==> config.mk <==
export PLATFORM = sky130hd
export DESIGN_NAME = demux_1to16_collect
export DESIGN_NICKNAME = d
export VERILOG_FILES = /design/src/rtl/demux_1to16_collect.sv
export SDC_FILE = /design/constraint.sdc
export NUM_CORES = 1
export LEC_CHECK = 0
export BUFFER_PORTS_ARGS = -buffer_cell sky130_fd_sc_hd__buf_4
export CAP_MARGIN = 25
export CELL_PAD_IN_SITES_DETAIL_PLACEMENT = 1
export CELL_PAD_IN_SITES_GLOBAL_PLACEMENT = 1
export CORE_ASPECT_RATIO = 0.6
export CORE_MARGIN = 10
export CORE_UTILIZATION = 35
export DETAILED_ROUTE_END_ITERATION = 10
export MAX_ROUTING_LAYER = met4
export PLACE_DENSITY = 0.71
export SKIP_CTS_REPAIR_TIMING = 1
export SLEW_MARGIN = 20
export SYNTH_ARGS = -nofsm -noshare
export SYNTH_HDL_FRONTEND = slang
export SYNTH_SLANG_ARGS = --single-unit
==> constraint.sdc <==
create_clock -name clk -period 2.18 [get_ports clk]
set_input_delay 0.436 -clock clk [delete_from_list [all_inputs] [get_ports clk]]
set_output_delay 0.436 -clock clk [all_outputs]
set_load 0.02 [all_outputs]
==> src/rtl/demux_1to16_collect.sv <==
// Serial-to-parallel collector: steers accepted bits into a 16-bit word.
// Define DEMUX_COLLECT_MSB_FIRST_EN to fill from bit 15 down to bit 0.
module demux_1to16_collect (
    input  logic        clk,
    input  logic        rst,
    input  logic        in_valid,
    input  logic        in_data,
    input  logic        clear,
    output logic [3:0]  sel,
    output logic [3:0]  isel,
    output logic        busy,
    output logic [15:0] out_data,
    output logic        out_valid
);

`ifdef DEMUX_COLLECT_MSB_FIRST_EN
    localparam logic [3:0] START_POS = 4'hF;
    localparam logic [3:0] FINAL_POS = 4'h0;
    localparam logic [3:0] STEP      = 4'hF;
`else
    localparam logic [3:0] START_POS = 4'h0;
    localparam logic [3:0] FINAL_POS = 4'hF;
    localparam logic [3:0] STEP      = 4'h1;
`endif

    logic [3:0]  pos_q;
    logic [15:0] asm_q;
    logic [15:0] merged;

    always_comb begin
        merged         = asm_q;
        merged[pos_q]  = in_data;
    end

    // Position wraps naturally through 4-bit modular add in both directions
    always_ff @(posedge clk) begin
        if (rst) begin
            pos_q     <= START_POS;
            asm_q     <= 16'h0000;
            out_data  <= 16'h0000;
            out_valid <= 1'b0;
        end else begin
            out_valid <= 1'b0;
            if (clear) begin
                pos_q <= START_POS;
                asm_q <= 16'h0000;
            end else if (in_valid) begin
                pos_q <= pos_q + STEP;
                if (pos_q == FINAL_POS) begin
                    out_data  <= merged;
                    out_valid <= 1'b1;
                    asm_q     <= 16'h0000;
                end else begin
                    asm_q <= merged;
                end
            end
        end
    end

    assign sel  = pos_q;
    assign isel = ~pos_q;
    assign busy = (pos_q != START_POS);

endmodule

==> summary.json <==
{
  "synthesis": {
    "synth_seq_cells": 36,
    "netlist_top_cells_area": "dfxtp_1 (44%), mux2i_1 (7.4%), nand3_1 (6.5%)",
    "syn-num-nets": 198,
    "synth.top_cell.area_share": 0.4441,
    "yosysTopAreaCell": "dfxtp_1",
    "ys.warnings.count": 0,
    "seq_area_frac_synth": 0.4441,
    "avgSynthCellArea_um2": 8.586,
    "netlist-cell-type-count": 31,
    "mappedNetlistArea_mm2": 0.001623,
    "synthesis.instances": 189
  },
  "worst_setup_path": {
    "cp_cell_sequence": "inv_1, ha_1, nand3_1, buf_4",
    "worst_path_largest_cell_delay_ns": 0.45,
    "criticalPathCategory": "flip-flop to output port",
    "regToRegSetupSlack_ns": 0.31,
    "timing.critical_path.from_type": "flip-flop",
    "data_arrival_at_the_endpoint_of_the_critical_path_ns": 1.45,
    "timing.critical_path.max_delay_family": "flip-flops",
    "cp_slowest_cell": "dfxtp_1",
    "critPathCaptureType": "output port",
    "timing.critical_path.fanout_max": 6,
    "required_time_at_the_worst_slack_endpoint_ns": 1.74,
    "count_of_buffer_and_inverter_cells_on_the_critical_path": 2
  },
  "finish": {
    "fillCellCount": 528,
    "fin_nets": 225,
    "mostFrequentLayoutCell": "dfxtp_1",
    "antenna_cells": 0,
    "ff_latch_area_um2": 720.7,
    "syn_to_final_growth_pct": 24.75,
    "final_cell_mix": "dfxtp_1 (36), buf_4 (34), nand3_1 (21), a21oi_1 (20), nand2_1 (14)",
    "multiInputGateArea_um2": 813.3,
    "drive_above_1_share": 0.2120,
    "finalNonFillerCells": 280
  },
  "timing": {
    "setup-tns-final_ns": 0,
    "worst_case_clock_skew_ns": 0.003889,
    "count_of_pins_over_their_slew_limit": 0,
    "maxClockFrequency_ghz": 0.5313,
    "tightest_slew_ns": 0.5540,
    "unrepaired_setup_endpoints_after_global_routing": "no",
    "fin_crit_ns": 1.882,
    "worst_slew_margin_rel": 0.6293,
    "final-hold-violation-count": 0,
    "holdWs_ns": 0.4565,
    "fin_ws_ns": 0.2978,
    "fin_crit_sh": 0.8634,
    "setup_violations": 0
  },
  "clocking": {
    "clock_root_buffer": "clkbuf_8",
    "cts_tree": "yes",
    "clkSlewWorstSetupHoldPaths_ns": 0.07,
    "cts_sinks": 36,
    "h_tree_level_count": 2,
    "clock_buffer_count_from_cts": 5,
    "insertion_delay_ns": 0.29,
    "max-clock-path-buffers": 2
  },
  "job": {
    "cap_violations": 0
  },
  "hold_path": {
    "hold_class": "input port to flip-flop"
  },
  "placed_design": {
    "dpl_worst_slack_ns": 0.2279,
    "globalplace.congestion": 0.8536,
    "post-place-cells": 272,
    "buffer_ports.inserted": 30,
    "dp_hpwl_um": 3757
  },
  "floorplan": {
    "dieHeight_um": 72.75,
    "pin_count": 31,
    "num_rows": 19,
    "initial_utilization": 0.3593,
    "core_region_mm2": 0.004517,
    "die_w_um": 107.9,
    "floorplan.die_area_mm2": 0.007850
  },
  "global_route": {
    "grt_util_all_layers": 0.1355,
    "first_global_vias": 1570,
    "first_pass_grt_wire_length_um": 8286,
    "number_of_antenna_violations_at_the_first_check_in_global_routing": 0,
    "grt_remaining_overflow": 0,
    "grt_start_max_net_pins": 21
  },
  "detailed_routing": {
    "detail_route.iter0.violations": 81,
    "num_vias": 1521,
    "antenna_left": 0,
    "route.detailed.vias_per_inst": 5.432,
    "drt_pass1_iterations": 4,
    "route.detailed.drc": 0,
    "post_drt_wl_per_cell_um": 17.94,
    "postRouteWirelength_um": 5024
  },
  "pwr": {
    "power.static_leakage_nw": 0.7662,
    "peakVddDrop_v": 0.0005069,
    "p_total_w": 0.001386,
    "p_per_area_mw_per_mm2": 684.6
  },
  "outcome": {
    "run_status": "completed"
  }
}
[state kept, by name (all words and copies together), names as in the netlist]
name / count
out_data: 16
sel: 4
asm_q: 15
out_valid: 1
[through the flow]
step / area, um^2 / utilization
after CTS: 2023 / 0.4479
after floorplan: 1623 / -
final: 2024 / 0.4482
after global placement: 1897 / 0.4199
after global routing: 2024 / 0.4482
after detailed placement: 1897 / 0.4199
[routing by layer]
layer / GRT usage / up-vias / wire length (um)
li1: - / 724 / -
met1: 0.1641 / 757 / 2311
met2: 0.2200 / 35 / 2441
met3: 0.03439 / 5 / 230
met4: 0.03540 / 0 / 41
met5: - / - / 0
[worst paths after layout]
| check | start | to | cells past startpoint |
|---|---|---|---|
| min reg2reg | asm_q[10] | out_data[10] | 2 |
| min | rst | out_data[15] | 2 |
| max | sel[0] | busy | 4 |
| max reg2reg | sel[0] | out_data[14] | 4 |
[power by group]
| group | switching, W | internal [W] |
|---|---|---|
| clock network | 0.000242 | 0.000404 |
| registers | 0.00000287 | 0.000659 |
| logic | 0.0000529 | 0.0000253 |
[cell type report]
class | count | area share
Inverter | 8 | 0.01483
Timing Repair Buffer | 34 | 0.1261
Multi-Input combinational cell | 131 | 0.4017
Clock inverter | 1 | 0.01483
Tap cell | 63 | 0.03894
Sequential cell | 36 | 0.3560
Clock buffer | 7 | 0.04759
[logic make-up after synthesis]
logic type,Yosys count,share of synthesized area
AND/OR/NAND/NOR,59,0.1835
AO/OA/AOI/OAI,53,0.1958
flip-flops,36,0.4441
buffers and inverters,22,0.05551
multiplexers,12,0.07402
adder cells (fa/ha/maj),4,0.03084
XOR/XNOR,3,0.01619
[synthesized netlist by cell type]
cell and count:
a211oi_1 3, a21oi_1 20, a32oi_1 1, and4_1 1, buf_1 1, buf_6 1
clkbuf_1 12, clkinv_1 1, dfxtp_1 36, ha_1 4, inv_1 7, mux2i_1 12
nand2_1 14, nand2b_1 3, nand3_1 21, nand4_1 2, nor2_1 9, nor2b_1 2
nor3_1 1, nor3b_1 1, o211ai_1 3, o21ai_0 13, o221ai_1 3, o22ai_1 3
o31ai_1 6, o32ai_1 1, or2_1 2, or2_2 1, or3b_4 1, or4_4 1
xnor2_1 3
Note: power is estimated with default switching activity, not from simulation.
